===== config.mk =====
export PLATFORM = sky130hd
export DESIGN_NAME = hyper_arb
export DESIGN_NICKNAME = d
export VERILOG_FILES = /design/src/rtl/hyper_arb.sv
export SDC_FILE = /design/constraint.sdc
export NUM_CORES = 1
export LEC_CHECK = 0
export BUFFER_PORTS_ARGS = -buffer_cell sky130_fd_sc_hd__clkbuf_2
export CORE_MARGIN = 4
export CORE_UTILIZATION = 47
export DETAILED_ROUTE_END_ITERATION = 8
export PLACE_DENSITY = 0.8
export SLEW_MARGIN = 30
export SYNTH_ARGS = -nofsm -noshare
export SYNTH_HDL_FRONTEND = slang
export SYNTH_SLANG_ARGS = --single-unit

===== constraint.sdc =====
create_clock -name clk -period 4.45 [get_ports clk]
set_clock_uncertainty 0.1 [all_clocks]
set_input_delay 0.6675 -clock clk [delete_from_list [all_inputs] [get_ports clk]]
set_output_delay 0.6675 -clock clk [all_outputs]
set_load 0.02 [all_outputs]

===== src/rtl/hyper_arb.sv =====
// hyper_arb: two-port round-robin arbiter in front of one hyper_xfce HyperRAM
// controller. Serialises single-dword read/write requests, issues one
// rd_req/wr_req pulse per transaction, follows busy/rd_rdy to completion and
// aborts a stalled phase after TMO cycles.
//
// Requester handshake: pN_req acts as "valid" and must stay high, with pN_we,
// pN_addr and pN_wdata stable, until pN_gnt pulses. pN_gnt is the one-cycle
// "ready" that accepts the request; the port may drop or re-arm its request
// after it. Every grant is answered by exactly one pN_done pulse, accompanied
// by pN_rvalid for a successful read or pN_err for a timeout.
module hyper_arb #(
  parameter int AW  = 32,
  parameter int DW  = 32,
  parameter int TMO = 1023
) (
  input  logic          clk,
  input  logic          rst_l,
  input  logic          p0_req,
  input  logic          p1_req,
  input  logic          p0_we,
  input  logic          p1_we,
  input  logic [AW-1:0] p0_addr,
  input  logic [AW-1:0] p1_addr,
  input  logic [DW-1:0] p0_wdata,
  input  logic [DW-1:0] p1_wdata,
  output logic          p0_gnt,
  output logic          p1_gnt,
  output logic          p0_rvalid,
  output logic          p1_rvalid,
  output logic          p0_done,
  output logic          p1_done,
  output logic          p0_err,
  output logic          p1_err,
  output logic [DW-1:0] rdata,
  output logic          ctl_rd_req,
  output logic          ctl_wr_req,
  output logic [AW-1:0] ctl_addr,
  output logic [DW-1:0] ctl_wr_d,
  input  logic [DW-1:0] ctl_rd_d,
  input  logic          ctl_rd_rdy,
  input  logic          ctl_busy,
  output logic [2:0]    dbg_state
);

  // Counter only has to hold 0..TMO-1; the phase ends on the edge it would hit TMO.
  localparam int CW = (TMO < 2) ? 1 : $clog2(TMO);

  typedef enum logic [2:0] {
    S_IDLE      = 3'd0,
    S_ISSUE     = 3'd1,
    S_WAIT_BUSY = 3'd2,
    S_WAIT_DONE = 3'd3,
    S_RESP      = 3'd4
  } state_t;

  state_t        state_q, state_d;
  logic          owner_q;   // 0 = port 0 owns the transaction, 1 = port 1
  logic          we_q;
  logic          last_q;    // port served most recently
  logic          got_q;     // read data already captured in this transaction
  logic [CW-1:0] cnt_q;

  logic          start, pick, finish, timeout, cnt_clr, cap, tmo_hit;
  logic          sel_we;
  logic [AW-1:0] sel_addr;
  logic [DW-1:0] sel_wdata;

  assign tmo_hit   = (cnt_q == CW'(TMO - 1));
  assign sel_we    = pick ? p1_we    : p0_we;
  assign sel_addr  = pick ? p1_addr  : p0_addr;
  assign sel_wdata = pick ? p1_wdata : p0_wdata;
  assign dbg_state = state_q;

  // Next-state logic and single-cycle event strobes for the datapath.
  always_comb begin
    state_d = state_q;
    start   = 1'b0;
    pick    = 1'b0;
    finish  = 1'b0;
    timeout = 1'b0;
    cnt_clr = 1'b0;
    cap     = 1'b0;
    unique case (state_q)
      S_IDLE: begin
        if (!ctl_busy && (p0_req || p1_req)) begin
          start   = 1'b1;
          // On a tie the port not served last wins; otherwise the lone requester.
          pick    = (p0_req && p1_req) ? ~last_q : p1_req;
          state_d = S_ISSUE;
        end
      end
      S_ISSUE: begin
        state_d = S_WAIT_BUSY;
        cnt_clr = 1'b1;
      end
      S_WAIT_BUSY: begin
        if (ctl_busy) begin
          state_d = S_WAIT_DONE;
          cnt_clr = 1'b1;
        end else if (tmo_hit) begin
          state_d = S_RESP;
          timeout = 1'b1;
        end
      end
      S_WAIT_DONE: begin
        // rd_rdy together with busy already low is a complete read.
        if (!ctl_busy && (we_q || got_q || ctl_rd_rdy)) begin
          state_d = S_RESP;
          finish  = 1'b1;
        end else if (tmo_hit) begin
          state_d = S_RESP;
          timeout = 1'b1;
        end
        cap = !we_q && ctl_rd_rdy && !timeout;
      end
      S_RESP: begin
        state_d = S_IDLE;
      end
      default: begin
        state_d = S_IDLE;
      end
    endcase
  end

  // State register.
  always_ff @(posedge clk or negedge rst_l) begin
    if (!rst_l) state_q <= S_IDLE;
    else        state_q <= state_d;
  end

  // Registered outputs, transaction context, timeout counter and read capture.
  always_ff @(posedge clk or negedge rst_l) begin
    if (!rst_l) begin
      owner_q    <= 1'b0;
      we_q       <= 1'b0;
      last_q     <= 1'b1;
      got_q      <= 1'b0;
      cnt_q      <= '0;
      p0_gnt     <= 1'b0;
      p1_gnt     <= 1'b0;
      p0_rvalid  <= 1'b0;
      p1_rvalid  <= 1'b0;
      p0_done    <= 1'b0;
      p1_done    <= 1'b0;
      p0_err     <= 1'b0;
      p1_err     <= 1'b0;
      rdata      <= '0;
      ctl_rd_req <= 1'b0;
      ctl_wr_req <= 1'b0;
      ctl_addr   <= '0;
      ctl_wr_d   <= '0;
    end else begin
      p0_gnt     <= start && !pick;
      p1_gnt     <= start && pick;
      ctl_wr_req <= start && sel_we;
      ctl_rd_req <= start && !sel_we;
      p0_done    <= (finish || timeout) && !owner_q;
      p1_done    <= (finish || timeout) && owner_q;
      p0_err     <= timeout && !owner_q;
      p1_err     <= timeout && owner_q;
      p0_rvalid  <= finish && !we_q && !owner_q;
      p1_rvalid  <= finish && !we_q && owner_q;
      if (start) begin
        owner_q  <= pick;
        we_q     <= sel_we;
        last_q   <= pick;
        ctl_addr <= sel_addr;
        ctl_wr_d <= sel_wdata;
      end
      if (start)    got_q <= 1'b0;
      else if (cap) got_q <= 1'b1;
      if (cap) rdata <= ctl_rd_d;
      if (cnt_clr)
        cnt_q <= '0;
      else if (state_q == S_WAIT_BUSY || state_q == S_WAIT_DONE)
        cnt_q <= cnt_q + CW'(1);
    end
  end

endmodule


==> qor.yml, run 1 <==
slew_headroom: 0.549
layout_commonest_cell: "clkbuf_2"
synth_compound_area_frac: 0.0845
dp.cells: 864
async_flop_share: 1.00
maxClockFrequency_ghz: 0.441
firstDrtPassIters: 4
maxSlewViolCount: 0
drv_cap: 0
seqCellArea_mm2: 0.00308
synth-seq-cells: 123
io_buffers: 276
syn_to_final_growth_pct: 36.5
synth_top_family_by_area: "multiplexers"
crit_fanout: 21
syn-mean-instance-area_um2: 11.9
core_mm2: 0.0115
grt_pass1_wl_mm: 21.9
route.detailed.drc: 0
synthSimpleGateAreaFrac: 0.0998
met1_usage: 0.252
gr-usage-met3: 0.0539
slowest_delay_ns: 0.53
hp-class: "input port to asynchronous set/reset pin"
clk_path_buf_depth: 2
synth_edf_count: 0
cp_top_family: "compound AO/OA/AOI/OAI gates"
avgViaCountPerCell: 4.94
final_cell_mix: "275 x clkbuf_2, 122 x dfrtp_1, 72 x nand2_1"
crit_arrival_ns: 2.45
yosysWarningCount: 0
drt-wirelength-per-cell_um: 15.9
start_util: 0.484
cellLeakagePower_nw: 4.15
synth_ff_type: "dfrtp_1"
grt-ovfl-total: 0
period_minus_slack_ns: 2.27
post_cts_buffers: 0
outcome: "finished clean"
synth_fa_ha_area_frac: 0.00451
grt_pass1_vias: 4452
path_buf_inv: 1
cts_resized: 0
multi_input_area_mm2: 0.00224
num-fill-cells: 886
ys_seq_area_frac: 0.555
cts_num_sinks: 123
setup_violations: 0
fp-row-count: 39
cp-startpoint: "cnt_q[4]$_DFFE_PN0P_"
cts_hold_buf: 0
critPathKind: "flip-flop to flip-flop"
drive_gt1_frac: 0.472
antenna_found_initial: 0
dieArea_mm2: 0.0136
syn_inst: 467
cp-start-kind: "flip-flop"
synth_area_mm2: 0.00555
die_w_um: 117
n_antenna_cell: 0
vdd_drop_max_uv: 490
root_buffer: "clkbuf_16"
drt_iter0_drc: 262
nets: 911
cts_inserted_buffers: 17
power_density_mw_per_mm2: 700
setup_tns_ns: 0
yosysUniqueCellTypes: 41
num_io_pins: 277
reg2reg_from: "cnt_q[4]$_DFFE_PN0P_"
tritoncts: "built"
hold_viol_final: 0
rsz0062_at_grt: "false"
track_usage: 0.208
layout.cells.non_filler: 897
synth_xor_xnor_area_share: 0.0110
die_h_um: 117
routabilityCongestion: 0.803
synthMuxAreaShare: 0.202
syn-num-nets: 637
fin_crit_sh: 0.510
worstPathCellList: "nand4_1 > nor2_2 > a311o_2 > buf_12 > mux2_2"
htreeDepth: 4
grt_max_degree: 70
cts.clk_slew.worst_paths_ns: 0.05
num_vias: 4430
place_hpwl_mm: 11.0
routed_wl_mm: 14.2
gr-max-usage-layer: "met2"
globalRouteMet2Util: 0.355
end_kind: "flip-flop"
antenna_left: 0
crit_required_ns: 4.64
worst_slew_pin_slew_ns: 0.677
crit_slowest_cell: "a311o_2"
clock_latency_ns: 0.40
[path summary, 6_finish.rpt]
check	endpoint	slack, ns	cells past startpoint
max	rdata[1]$_DFFE_PN0P_	2.18	5
min	ctl_rd_req$_DFF_PN0_	0.17	1
min in group clk	ctl_addr[6]$_DFFE_PN0P_	0.38	2
min reg2reg	ctl_addr[6]$_DFFE_PN0P_	0.38	2
max in group asynchronous	ctl_addr[6]$_DFFE_PN0P_	3.15	2
max reg2reg	rdata[1]$_DFFE_PN0P_	2.18	5
[kinds of logic after synthesis]
family                   count (synthesis)
XOR/XNOR                                 7
AND/OR/NAND/NOR                        122
AO/OA/AOI/OAI                           83
flip-flops                             123
buffers and inverters                   33
multiplexers                            97
adder cells (fa/ha/maj)                  2
[flip-flops by register name, summed over array words and instances (netlist names), 3 cells and up]
name / cells
ctl_addr: 32
ctl_wr_d: 32
rdata: 32
cnt_q: 10
dbg_state: 3
[synthesized netlist by cell type, types with 3 or more instances]
library cell / count / area share
nand2_1: 72 / 0.049
o21ai_0: 4 / 0.0036
xnor2_1: 7 / 0.011
nor2b_1: 4 / 0.0045
mux2_2: 3 / 0.0061
nor2_1: 17 / 0.011
nand3_1: 4 / 0.0036
o21ai_2: 3 / 0.0047
mux2i_1: 65 / 0.12
nor3_1: 7 / 0.0063
dfrtp_1: 122 / 0.55
and2_1: 4 / 0.0045
nor4_1: 3 / 0.0034
buf_6: 14 / 0.028
a21oi_1: 5 / 0.0045
o21ai_1: 61 / 0.055
mux2_4: 29 / 0.078
clkbuf_1: 6 / 0.0041
inv_1: 5 / 0.0034
buf_2: 6 / 0.0054
[layout make-up]
type                    count  area share
clock inverters             6      0.0117
well taps                 143      0.0236
multi-input cells         311       0.295
repair buffers            283       0.194
flip-flops and latches    123       0.406
clock buffers              26      0.0672
inverters                   5     0.00248
[where the power goes]
part           switching (mW)  leakage, nW  internal [mW]  total (mW)
Sequential              0.306         1.55           1.58        1.89
Clock                   0.466        0.287          0.899        1.37
Combinational            1.23         2.31          0.827        2.05
Total                    2.00         4.15           3.31        5.31
[through the flow]
step | utilization | hold WS, ns | total power, mW | setup slack (ns) | instance area, µm²
after global placement | 0.605 | 0.367 | 3.88 | 1.82 | 6940
final | 0.661 | 0.168 | 5.31 | 2.18 | 7580
after detailed placement | 0.607 | 0.373 | 3.97 | 1.97 | 6960
after CTS | 0.659 | 0.178 | 5.36 | 1.96 | 7560
after floorplan | - | 0.272 | 3.24 | 2.48 | 5550
after global routing | 0.661 | 0.213 | 5.64 | 2.13 | 7580
[routing by layer]
layer  vias up  wire length (µm)
met5         -                 0
met4         0               222
met3        20              1210
met2       196              7270
met1      2048              5530
li1       2166                 -
No activity file was read; power rests on OpenSTA's default activity.
==> run 2, diff against run 1 <==
--- a/config.mk
+++ b/config.mk
@@ -7,9 +7,9 @@
 export LEC_CHECK = 0
 export BUFFER_PORTS_ARGS = -buffer_cell sky130_fd_sc_hd__clkbuf_2
 export CORE_MARGIN = 4
-export CORE_UTILIZATION = 47
+export CORE_UTILIZATION = 46
 export DETAILED_ROUTE_END_ITERATION = 8
-export PLACE_DENSITY = 0.8
+export PLACE_DENSITY = 0.78
 export SLEW_MARGIN = 30
 export SYNTH_ARGS = -nofsm -noshare
 export SYNTH_HDL_FRONTEND = slang
==> constraint.sdc (replaced) <==
create_clock -name clk -period 2.1 [get_ports clk]
set_clock_uncertainty 0.1 [all_clocks]
set_input_delay 0.315 -clock clk [delete_from_list [all_inputs] [get_ports clk]]
set_output_delay 0.315 -clock clk [all_outputs]
set_load 0.02 [all_outputs]
==> run 2 against run 1 <==
Final cell count rose by 0.45%. Critical path depth is 1 higher. Clock power rose by 130%. Hold slack got worse by 0.13 ns. Largest cell class unchanged. Utilization about the same. Fmax grew 12%. Cell area grew 1.3%. Combinational power up 110%.
==> qor.yml, run 2 (synthesis results as in run 1) <==
clk_path_buf_depth: 2  # unchanged
slew_headroom: 0.632  # +0.0833
num-fill-cells: 898  # +1.4%
drt_iter0_drc: 264  # +0.76%
power_density_mw_per_mm2: 1500  # +110%
drv_cap: 0  # unchanged
cts_num_sinks: 123  # unchanged
p_comb_frac: 0.383  # -0.004
start_util: 0.478  # -0.00610
core_mm2: 0.0116  # +1.3%
rsz0062_at_grt: "false"
crit_required_ns: 2.29  # -2.35 ns
routabilityCongestion: 0.859  # +7.0%
route.detailed.drc: 0  # unchanged
globalRouteMet2Util: 0.359  # +0.00404
cellLeakagePower_nw: 4.21  # +1.3%
final_cell_mix: "275 x clkbuf_2, 122 x dfrtp_1, 72 x nand2_1"
final_area_mm2: 0.00768  # +1.3%
hp-class: "input port to flip-flop"
layout.cells.non_filler: 901  # +0.45%
cts.clk_slew.worst_paths_ns: 0.06  # about the same
antenna_found_initial: 0  # unchanged
setup_tns_ns: 0  # unchanged
crit_arrival_ns: 2.22  # -0.23 ns
post-place-ws_ns: 0.0925  # -1.88 ns
vdd_drop_max_uv: 895  # +82%
avgViaCountPerCell: 4.96  # +0.52%
setup_violations: 0  # unchanged
num_vias: 4473  # +0.97%
fin_crit_sh: 0.965  # +0.456
top_regs: "ctl_addr (32), ctl_wr_d (32), rdata (32)"
htreeDepth: 4  # unchanged
root_buffer: "clkbuf_16"
finalPower_mw: 11.5  # +120%
drive_gt1_frac: 0.474  # +0.00147
crit_fanout: 10  # -52%
num_io_pins: 277  # unchanged
period_minus_slack_ns: 2.03  # -0.240 ns
dp.cells: 868  # +0.46%
post_cts_buffers: 0  # unchanged
end_kind: "flip-flop"
gr-max-usage-layer: "met2"
dieArea_mm2: 0.0139  # +2.0%
track_usage: 0.211  # +0.00334
grt_max_degree: 134  # +91%
grt-ovfl-total: 0  # unchanged
fp-row-count: 39  # unchanged
path_buf_inv: 2  # +1
io_buffers: 276  # unchanged
power.switching_mw: 4.23  # +110%
outcome: "finished clean"
syn_to_final_growth_pct: 38.3
die_w_um: 118  # +1.0%
tritoncts: "built"
grt_pass1_vias: 4678  # +5.1%
cts_inserted_buffers: 17  # unchanged
grt_pass1_wl_mm: 23.7  # +8.2%
worstPathCellList: "inv_1 > ha_1 > and4_4 > a311o_2 > buf_4 > mux2_4"
placed_cell_area_mm2: 0.00704  # +1.0%
crit_slowest_cell: "a311o_2"
maxClockFrequency_ghz: 0.493  # +12%
slowest_delay_ns: 0.44  # -0.09 ns
worst_slew_pin_slew_ns: 0.552  # -0.125 ns
cp_top_family: "compound AO/OA/AOI/OAI gates"
cp-start-kind: "flip-flop"
seqPwrFrac: 0.348  # -0.008
routed_wl_mm: 14.3  # +0.72%
drt-wirelength-per-cell_um: 15.9  # +0.27%
n_antenna_cell: 0  # unchanged
p_sw_frac: 0.368  # -0.00876
firstDrtPassIters: 4  # unchanged
met1_usage: 0.253  # +0.000316
hold_viol_final: 0  # unchanged
clock_latency_ns: 0.41  # about the same
clockPowerShare: 0.269  # +0.012
layout_commonest_cell: "clkbuf_2"
power.internal_mw: 7.26  # +120%
maxSlewViolCount: 0  # unchanged
die_h_um: 118  # +1.0%
nets: 915  # +0.44%
fin_ws_ns: 0.0726  # -2.11 ns
antenna_left: 0  # unchanged
critPathKind: "flip-flop to flip-flop"
place_hpwl_mm: 10.9  # -0.52%
gr-usage-met3: 0.0615  # +0.00762
==> run 2: changes by cell type in the layout (fill, tap and decap cells not counted), moves of 2 or more <==
cell        before  now
buf_12           1    5
bufinv_16        2    4
clkinv_2         1    3
clkinvlp_4       2    0
==> run 2: timing repair <==
action                                 4_1_cts  5_1_grt
hold buffers                                 1        0
resized for setup                            0        0
endpoints found under the hold margin       27        0
==> run 2: stage by stage <==
| stage | util | hold slack, ns |
|---|---|---|
| after global routing | 0.661 | 0.0267 |
| after CTS | 0.661 | 0.0128 |
| after floorplan | - | -0.0806 |
| after global placement | 0.606 | 0.161 |
| final | 0.661 | 0.0365 |
| after detailed placement | 0.606 | 0.165 |
==> run 2: per-layer routing <==
| layer | wire length (µm) | vias to the layer above |
|---|---|---|
| met5 | 0 | - |
| met4 | 325 | 0 |
| met3 | 958 | 30 |
| met2 | 7330 | 187 |
| met1 | 5730 | 2086 |
| li1 | - | 2170 |
==> run 2: power by group through the flow <==
stage / combinational [mW] / sequential [mW] / clock, mW
2_1_floorplan: 1.86 / 5.02 / 0
3_3_place_gp: 4.34 / 3.97 / 0
3_5_place_dp: 4.45 / 4.01 / 0
4_1_cts: 4.46 / 3.99 / 3.16
5_1_grt: 4.78 / 4.12 / 3.27
6_report: 4.40 / 4.00 / 3.09
==> run 2: final timing paths <==
check	to	start	slack, ns	cells after the start
worst max-delay path	rdata[28]$_DFFE_PN0P_	cnt_q[0]$_DFFE_PN0P_	0.07	6
worst min-delay path	rdata[24]$_DFFE_PN0P_	ctl_rd_d[24]	0.04	2
worst max register to register	rdata[28]$_DFFE_PN0P_	cnt_q[0]$_DFFE_PN0P_	0.07	6
worst min register to register	ctl_addr[25]$_DFFE_PN0P_	ctl_addr[25]$_DFFE_PN0P_	0.38	2
max in group asynchronous	ctl_wr_d[3]$_DFFE_PN0P_	rst_l	0.80	3
min in group asynchronous	we_q$_DFFE_PN0P_	rst_l	0.28	2
==> run 2: area by class of cell <==
class	instances	area, µm²	share of cell area
inverters	5	18.8	0.00244
flip-flops and latches	123	3080	0.401
clock buffers	25	495	0.0645
repair buffers	287	1530	0.199
well taps	143	179	0.0233
clock inverters	7	135	0.0176
multi-input cells	311	2240	0.292
